## src/rtl/barrel_shifter_pipe.sv

```systemverilog
// Pipelined barrel shifter: one stage per shift-amount bit, valid/ready handshake,
// logical / arithmetic / rotate modes, whole pipe stalls as one when the output is blocked.
module barrel_shifter_pipe #(
    parameter int WIDTH = 8,
    localparam int SHW = $clog2(WIDTH)
) (
    input  logic             clk,
    input  logic             rst_n,
    input  logic             in_valid,
    output logic             in_ready,
    input  logic [WIDTH-1:0] data_in,
    input  logic [SHW-1:0]   shift,
    input  logic             dir,
    input  logic [1:0]       mode,
    output logic             out_valid,
    input  logic             out_ready,
    output logic [WIDTH-1:0] data_out,
    output logic             out_zero
);

    logic advance_s;
    logic out_zero_r;

    // Single power-of-two step; mode 11 falls through to the logical behaviour.
    function automatic logic [WIDTH-1:0] shift_step(
        input logic [WIDTH-1:0] d,
        input int unsigned      amt,
        input logic             right,
        input logic [1:0]       md
    );
        logic [WIDTH-1:0] r;
        case (md)
            2'b01: begin
                if (right) r = $signed(d) >>> amt;
                else       r = d << amt;
            end
            2'b10: begin
                if (right) r = (d >> amt) | (d << (WIDTH - amt));
                else       r = (d << amt) | (d >> (WIDTH - amt));
            end
            default: begin
                if (right) r = d >> amt;
                else       r = d << amt;
            end
        endcase
        return r;
    endfunction

    assign advance_s = ~out_valid | out_ready;
    assign in_ready  = advance_s;

    for (genvar k = 0; k < SHW; k++) begin : g_stage
        localparam int unsigned AMT = 32'd1 << k;

        logic                 in_valid_s;
        logic [WIDTH-1:0]     in_data_s;
        logic [SHW-k-1:0]     in_shift_s;
        logic                 in_dir_s;
        logic [1:0]           in_mode_s;
        logic [WIDTH-1:0]     next_data_s;
        logic                 valid_r;
        logic [WIDTH-1:0]     data_r;

        if (k == 0) begin : g_src
            assign in_valid_s = in_valid;
            assign in_data_s  = data_in;
            assign in_shift_s = shift;
            assign in_dir_s   = dir;
            assign in_mode_s  = mode;
        end else begin : g_src
            assign in_valid_s = g_stage[k-1].valid_r;
            assign in_data_s  = g_stage[k-1].data_r;
            assign in_shift_s = g_stage[k-1].g_carry.shift_r;
            assign in_dir_s   = g_stage[k-1].g_carry.dir_r;
            assign in_mode_s  = g_stage[k-1].g_carry.mode_r;
        end

        // Each stage consumes the low bit of the shift amount it receives.
        assign next_data_s = in_shift_s[0] ? shift_step(in_data_s, AMT, in_dir_s, in_mode_s)
                                           : in_data_s;

        // Stage valid/data register; holds while the output is stalled.
        always_ff @(posedge clk) begin
            if (!rst_n) begin
                valid_r <= 1'b0;
                data_r  <= '0;
            end else if (advance_s) begin
                valid_r <= in_valid_s;
                data_r  <= next_data_s;
            end
        end

        if (k < SHW - 1) begin : g_carry
            logic [SHW-k-2:0] shift_r;
            logic             dir_r;
            logic [1:0]       mode_r;

            // Remaining shift bits and control travel with the beat.
            always_ff @(posedge clk) begin
                if (!rst_n) begin
                    shift_r <= '0;
                    dir_r   <= 1'b0;
                    mode_r  <= 2'b00;
                end else if (advance_s) begin
                    shift_r <= in_shift_s[SHW-k-1:1];
                    dir_r   <= in_dir_s;
                    mode_r  <= in_mode_s;
                end
            end
        end
    end

    // Zero flag registered alongside the final stage data.
    always_ff @(posedge clk) begin
        if (!rst_n) begin
            out_zero_r <= 1'b0;
        end else if (advance_s) begin
            out_zero_r <= (g_stage[SHW-1].next_data_s == '0);
        end
    end

    assign out_valid = g_stage[SHW-1].valid_r;
    assign data_out  = g_stage[SHW-1].data_r;
    assign out_zero  = out_zero_r;

endmodule

```

## config.mk

```make
export PLATFORM = sky130hd
export DESIGN_NAME = barrel_shifter_pipe
export DESIGN_NICKNAME = d
export VERILOG_FILES = /design/src/rtl/barrel_shifter_pipe.sv
export SDC_FILE = /design/constraint.sdc
export NUM_CORES = 1
export LEC_CHECK = 0
export CORE_MARGIN = 5
export CORE_UTILIZATION = 50
export CTS_CLUSTER_SIZE = 25
export DETAILED_ROUTE_END_ITERATION = 8
export GPL_ROUTABILITY_DRIVEN = 0
export PLACE_DENSITY = 0.74
export SLEW_MARGIN = 20
export SYNTH_ARGS = -nofsm -noshare
export SYNTH_HDL_FRONTEND = slang
export SYNTH_SLANG_ARGS = --single-unit
```

## constraint.sdc

```tcl
create_clock -name clk -period 2.3 [get_ports clk]
set_clock_uncertainty 0.15 [all_clocks]
set_input_delay 0.345 -clock clk [delete_from_list [all_inputs] [get_ports clk]]
set_output_delay 0.345 -clock clk [all_outputs]
set_load 0.01 [all_outputs]
```

After elaboration in Yosys (flattened, before gate mapping). Index checks and enable logic that the tools add are counted.

Flip-flop bits (word level): 37. Bits of input ports: 18. Output and inout port bits: 11. Word-level logic and storage cells: 41.

Equal/unequal tests: 6. Muxes and demuxes: 14. Bitwise operators: 7. Reductions and logical operators: 1.

Operators with widths (count): 8-bit two-way mux (11); 8-bit one-hot mux with 2 select lines (3); 8-bit zero test (1); 6-bit by 8-bit OR with 8-bit output (1); 7-bit by 8-bit OR with 8-bit output (1); 8-bit by 1-bit OR with 8-bit output (1); 8-bit by 2-bit OR with 8-bit output (1); 8-bit by 4-bit OR with 8-bit output (1); 2-bit by 1-bit == test with 1-bit output (second input constant) (3); 2-bit == test (second input constant) (3); 1-bit NOT (1); 1-bit OR (1).

Depth between registers and ports, before layout. Gate-level depths: netlist of the first run.

Depth after elaboration: 4. Depth in mapped cells: 7.

Worst setup path before layout of the first run. Ideal clock, no wire load.

Path kind: reg-to-reg. Start point: register g_stage[1].g_carry.mode_r[0]. End point: register out_zero_r (netlist: out_zero). Setup time: 0.087 ns. Arrival: 1.554 ns. Data required time: 2.063 ns. Setup slack: 0.509 ns. Stages on the path, launching flop included: 7. Buffers on the path: 0. Period minus slack after synthesis: 1.791 ns. Path through: dfxtp_1 -> inv_1 -> ha_1 -> o21ba_2 -> o31a_1 -> a21o_1 -> o31ai_1.

Word-level cells in the longest chain between the ends: 4. Elaborated cells between the ends (all ways): 5.

RTL lines: from (decl) (RTL line 96) `logic [1:0] mode_r;`; from (signal assigned) (RTL line 107) `mode_r <= in_mode_s;`; 2-bit == test or 2-bit by 1-bit == test with 1-bit output (tied branches) (RTL line 32) `case (md)`; 8-bit one-hot mux with 2 select lines (*) (RTL line 32); 8-bit two-way mux (*) (RTL line 79) `assign next_data_s = in_shift_s[0] ? shift_step(in_data_s, AMT, in_dir_s, in_mode_s)`; 8-bit zero test (*) (RTL line 118) `out_zero_r <= (g_stage[SHW-1].next_data_s == '0);`; to (signal assigned) (RTL line 118); to (decl) (RTL line 22) `logic out_zero_r;`.

Mark *: on every way between the ends. The rest lies on a longest branch, timed or not. A chain may end at the register's enable or synchronous reset.

Final worst setup path of the first run.
Start point: input out_ready. End point: output in_ready.

Word-level cells in the longest chain between the ends: 1.

RTL lines: from (decl) (RTL line 16) `input logic out_ready,`; 1-bit OR (RTL line 49) `assign advance_s = ~out_valid | out_ready;`; to (decl) (RTL line 10) `output logic in_ready,`.

No other way between the ends.

==> summary.md, run 1 <==
| Metric | Value |
|---|---|
| Hold Slack | `303 ps` |
| CTS tree | `built` |
| Post-Route WL | `4390 um` |
| Post-synth EDFFs | `0` |
| CP Max Fanout | `2` |
| Initial Utilization | `0.510` |
| Vias in the first global route | `1,622` |
| Critical Path Source Type | `input port` |
| Max Slew Vio Count | `0` |
| Area grow syn2layout | `21.3%` |
| Synth Net Count | `279` |
| Hold Crit Start | `data_out[0]` |
| Routed vias | `1,849` |
| Syn. warnings | `0` |
| Data required, critical path | `1800 ps` |
| Share of cells above drive strength 1 | `0.0722` |
| Worst Path Class, Setup | `in2out` |
| Clk root buf | `clkbuf_8` |
| Asr flop ratio synth | `0` |
| Post-synthesis sequential area ratio | `0.368` |
| CP endpoint kind | `output port` |
| Post-place setup slack | `99.4 ps` |
| Num rows | `23` |
| Worst r2r src | `g_stage[1].g_carry.mode_r[0]` |
| CP Cell Sequence | `clkdlybuf4s50_1, nor2b_4, inv_1, clkdlybuf4s50_1` |
| CTS H-tree lvls | `2` |
| Relative slew slack | `0.657` |
| Synth area leaders | `dfxtp_1, a21oi_1, nor2_1` |
| I/O pins | `29` |
| Max cap viols | `0` |
| Placed cells | `319` |
| Fmax | `498 MHz` |
| Fin Setup TNS | `0 ps` |
| Total grt overflow | `0` |
| Final Worst Setup Slack | `293 ps` |
| Final min period | `2010 ps` |
| Count leader, synth | `dfxtp_1` |
| Transition time at the pin with the least slew margin | `514 ps` |
| Final hold vios | `0` |
| TritonRoute pass-1 iters | `6` |
| Family with the most delay on the worst path | `buffers and inverters` |
| CTS Sinks | `37` |
| Launch point of the worst path | `out_ready` |
| Largest net degree at the start of global routing | `55` |
| CTS clk-pin slew, worst paths | `70 ps` |
| Worst r2r path cells | `6` |
| Antenna violations before repair | `0` |
| Post-synth top area cell | `dfxtp_1` |
| Synth top area share | `0.368` |
| 1st-iter DRT viols | `153` |
| Syn Area/Cell | `7.92 um2` |
| Post-route insts no fill | `327` |
| Inserted Diodes | `0` |
| WP buf/inv | `3` |
| Hold-fix buffers at CTS | `0` |
| Die ar. | `5390 um2` |
| Critical path's most frequent cell | `clkdlybuf4s50_1` |
| First-pass GRT wire length | `7460 um` |
| Slowest-stage cell, CP | `clkdlybuf4s50_1` |
| PD cells | `651 nW/um2` |
| Status | `finished, final reports clean` |
| DR WL/cell | `13.4 um` |
| RSZ-0062 raised after global routing | `no` |
| Final setup viols | `0` |
| Cell Area, Synth | `2010 um2` |
| Seq cells post-synth | `37` |
| Worst stage delay on the critical path | `540 ps` |
| Commonest cells in the synthesized netlist | `dfxtp_1, nor2_1, a21oi_1` |
| Worst hold path depth | `2` |
| Worst vdd ir | `0.000409 V` |
| Post-Syn Instances | `254` |
| LEAKAGE | `0.919 nW` |
| Arrival time worst endpoint | `1510 ps` |
| Maximum root-to-sink buffer count | `2` |
| ANT nets after route | `0` |
| Worst Hold Class | `reg2reg` |
| Hpwl dp | `3120 um` |
| Vias per cell | `5.65` |
| Post_cts resized | `0` |
| Die W | `73.4 um` |
| Worst-Skew Late Latency | `290 ps` |
| Port Buffers | `28` |
| Final-stage net count | `301` |
| # DRC | `0` |
| Postcts setup bufs | `0` |
| Die Ht | `73.4 um` |
| Netlist cell types | `45` |
| Cts bufs inserted | `5` |
| Instance count on the critical path | `4` |
| Post-synth top flop | `dfxtp_1` |
| GRT Total Usage | `0.174` |
| Total core area | `3940 um2` |
| Final period util | `0.872` |
[per-layer routing]
layer | vias up | GRT usage | part of all wire
met5 | - | 0 | 0
met4 | 0 | 0.0724 | 0.024
met3 | 9 | 0.0397 | 0.069
met2 | 70 | 0.259 | 0.44
met1 | 818 | 0.241 | 0.46
li1 | 952 | - | -
[worst reg2reg max path, stage by stage (launching register included)]
cell and delay [ps]:
dfxtp_1 390, inv_1 60, ha_1 360, o21ai_0 350, a21oi_1 170, a221oi_1 300
nor3_1 80
[flip-flops by register name, indices dropped and copies added, names as in the netlist]
signal,flops
g_stage.data_r,16
data_out,8
g_stage.g_carry.mode_r,4
g_stage.g_carry.shift_r,3
g_stage.g_carry.dir_r,2
g_stage.valid_r,2
out_valid,1
out_zero,1
[cell type report]
| type | instances | area [um2] |
|---|---|---|
| clock inverters | 2 | 37.5 |
| multi-input cells | 189 | 1160 |
| inverters | 10 | 37.5 |
| repair buffers | 33 | 318 |
| clock buffers | 6 | 82.6 |
| flip-flops and latches | 37 | 741 |
| fillers | 348 | 1500 |
| well taps | 50 | 62.6 |
[final timing paths]
kind	endpoint	slack [ps]
max	in_ready	290
min	data_out[0]	300
max reg2reg	data_out[2]	330
min reg2reg	data_out[0]	300
[cells by family (layout without fill, tap and decap cells)]
family / Yosys count / count (layout) / share of synthesized area
mux: 11 / 11 / 0.0554
fa+ha+maj: 7 / 7 / 0.0436
buf+inv: 28 / 51 / 0.0585
compound gates: 83 / 83 / 0.279
simple gates: 88 / 88 / 0.195
flops: 37 / 37 / 0.368
[through the flow]
step | utilization | power (mW) | area (um2)
2_1_floorplan | - | 0.913 | 2010
3_3_place_gp | 0.588 | 1.01 | 2320
3_5_place_dp | 0.588 | 1.01 | 2320
4_1_cts | 0.619 | 1.60 | 2440
5_1_grt | 0.619 | 1.67 | 2440
6_report | 0.619 | 1.59 | 2440
[report_power, final]
group / total, mW / internal [mW] / switching (mW)
Sequential: 0.737 / 0.685 / 0.0521
Clock: 0.588 / 0.352 / 0.235
Combinational: 0.263 / 0.140 / 0.122
[layout by cell type, fill, tap and decap left out, drive strengths merged, types with 3 or more instances in the layout]
cell type | netlist | final
inv | 9 | 9
nand2 | 32 | 32
buf | 12 | 5
nor2 | 36 | 36
mux2i | 10 | 10
dfxtp | 37 | 37
a21oi | 33 | 33
a211o | 7 | 7
o21ai | 7 | 7
a221oi | 3 | 3
ha | 7 | 7
a211oi | 11 | 11
clkdlybuf4s50 | 0 | 28
nor2b | 3 | 3
clkbuf | 6 | 6
nor4 | 3 | 3
nor3 | 3 | 3
o31ai | 3 | 3
Power figures use the tool's default switching activity.
==> run 2: changes to the inputs <==
Settings changed: CORE_ASPECT_RATIO set to 1.1.
==> summary.md, run 2 (same netlist as run 1, synthesis figures left out) <==
| Metric | Value |
|---|---|
| Status | `finished, final reports clean` |
| DR WL/cell | `13.4 um (-0.11%)` |
| Reg area | `741 um2 (unchanged)` |
| Share of cells above drive strength 1 | `0.0722 (unchanged)` |
| Routed vias | `1,829 (-1.1%)` |
| Max Slew Vio Count | `0 (unchanged)` |
| Critical Path Source Type | `input port` |
| Port Buffers | `28 (unchanged)` |
| Final Worst Setup Slack | `301 ps (+7.41 ps)` |
| Switching share of power | `0.252 (-0.00583)` |
| Hold Slack | `305 ps (+1.93 ps)` |
| I/O pins | `29 (unchanged)` |
| Cts bufs inserted | `5 (unchanged)` |
| Relative slew slack | `0.653 (-0.00417)` |
| DP Area | `2320 um2 (+0.11%)` |
| Worst-Skew Late Latency | `280 ps (about the same)` |
| Die ar. | `5390 um2 (about the same)` |
| Most frequent cells in the layout | `dfxtp_1, nor2_1, a21oi_1, nand2_1, clkdlybuf4s50_1` |
| Flop-to-flop setup slack | `320 ps (about the same)` |
| Clock power share | `0.366 (-0.004)` |
| CP Max Fanout | `2 (unchanged)` |
| CTS tree | `built` |
| Data required, critical path | `1800 ps (about the same)` |
| CTS Sinks | `37 (unchanged)` |
| Die W | `70.5 um (-4.0%)` |
| Footprint of the multi-input gates | `1160 um2 (unchanged)` |
| Fin area | `2440 um2 (+0.10%)` |
| Most common cell after layout, fill and taps aside | `dfxtp_1` |
| Vias per cell | `5.56 (-1.7%)` |
| CTS H-tree lvls | `2 (unchanged)` |
| Largest net degree at the start of global routing | `55 (unchanged)` |
| Final period util | `0.869 (-0.00322)` |
| Fillcell total | `374 (+7.5%)` |
| LEAKAGE | `0.919 nW (about the same)` |
| Antenna violations before repair | `0 (unchanged)` |
| RSZ-0062 raised after global routing | `no` |
| Final min period | `2000 ps (-7.41 ps)` |
| Total core area | `3930 um2 (-0.22%)` |
| Hpwl dp | `3040 um (-2.6%)` |
| Worst vdd ir | `0.000404 V (-1.1%)` |
| Worst Hold Class | `reg2reg` |
| Clk root buf | `clkbuf_8` |
| Largest register by flop count | `g_stage.data_r` |
| Area grow syn2layout | `21.4%` |
| Post-place setup slack | `115 ps (+15.3 ps)` |
| CP endpoint kind | `output port` |
| Combinational share of power | `0.168 (+0.002)` |
| PD cells | `645 nW/um2 (-0.88%)` |
| Final setup viols | `0 (unchanged)` |
| # DRC | `0 (unchanged)` |
| Sequential share of power | `0.467 (+0.003)` |
| CTS clk-pin slew, worst paths | `70 ps (about the same)` |
| Post_cts resized | `0 (unchanged)` |
| Post-Route WL | `4410 um (+0.50%)` |
| Die Ht | `76.5 um (+4.2%)` |
| Max FFs per register | `16 (unchanged)` |
| Final-stage net count | `301 (unchanged)` |
| Initial Utilization | `0.511 (+0.00114)` |
| Max cap viols | `0 (unchanged)` |
| Vias in the first global route | `1,636 (+0.86%)` |
| Maximum root-to-sink buffer count | `2 (unchanged)` |
| Hold-fix buffers at CTS | `0 (unchanged)` |
| Fin Setup TNS | `0 ps (unchanged)` |
| Arrival time worst endpoint | `1500 ps (about the same)` |
| Worst Path Class, Setup | `in2out` |
| ANT nets after route | `0 (unchanged)` |
| Sw Pwr | `397 uW (-3.0%)` |
| Fmax | `500 MHz (+0.37%)` |
| GRT Total Usage | `0.164 (-0.0103)` |
| Num rows | `24 (+4.3%)` |
| Total grt overflow | `0 (unchanged)` |
| First-pass GRT wire length | `7360 um (-1.3%)` |
| Inserted Diodes | `0 (unchanged)` |
| Final hold vios | `0 (unchanged)` |
| TritonRoute pass-1 iters | `4 (-2)` |
| 1st-iter DRT viols | `187 (+22%)` |
| Internal Power | `1.18 mW (unchanged)` |
| Postcts setup bufs | `0 (unchanged)` |
| Transition time at the pin with the least slew margin | `520 ps (+5.55 ps)` |
==> run 2: cell counts in the layout (fill, tap and decap cells not counted) <==
No cell type changed its count.
==> run 2: cell type report <==
class	instances	share of cell area
Clock buffer	6	0.0338
Tap cell	52	0.0267
Sequential cell	37	0.303
Multi-Input combinational cell	189	0.475
Timing Repair Buffer	33	0.130
Inverter	10	0.0154
Clock inverter	2	0.0154
==> run 2: routing by layer <==
layer	track usage	vias up	wire length, um
met1	0.196	817	1950
met2	0.286	49	2190
met3	0.0317	4	219
met4	0.0613	0	51
met5	0	-	0
li1	-	959	-
==> run 2: worst max-delay path: stages <==
cell and delay, ps:
clkdlybuf4s50_1 500, nor2b_4 50, inv_1 70, clkdlybuf4s50_1 540
==> run 2: power by group through the flow <==
stage	Sequential [mW]	Clock [mW]	Combinational (mW)
floorplan	0.734	0	0.178
global placement	0.747	0	0.260
detailed placement	0.749	0	0.263
CTS	0.735	0.588	0.265
global route	0.742	0.616	0.292
finish	0.735	0.576	0.264
==> run 2: worst paths after layout <==
path         cells past startpoint                    startpoint            endpoint
max                              4                     out_ready            in_ready
min                              2            g_stage[1].valid_r  g_stage[1].valid_r
max reg2reg                      6  g_stage[1].g_carry.mode_r[0]            out_zero
min reg2reg                      2            g_stage[1].valid_r  g_stage[1].valid_r
==> run 2: stage by stage <==
stage,util,power (mW),std cells
after detailed placement,0.590,1.01,321
after global placement,0.590,1.01,321
after CTS,0.621,1.59,329
after global routing,0.621,1.65,329
after floorplan,-,0.913,254
final,0.621,1.58,329
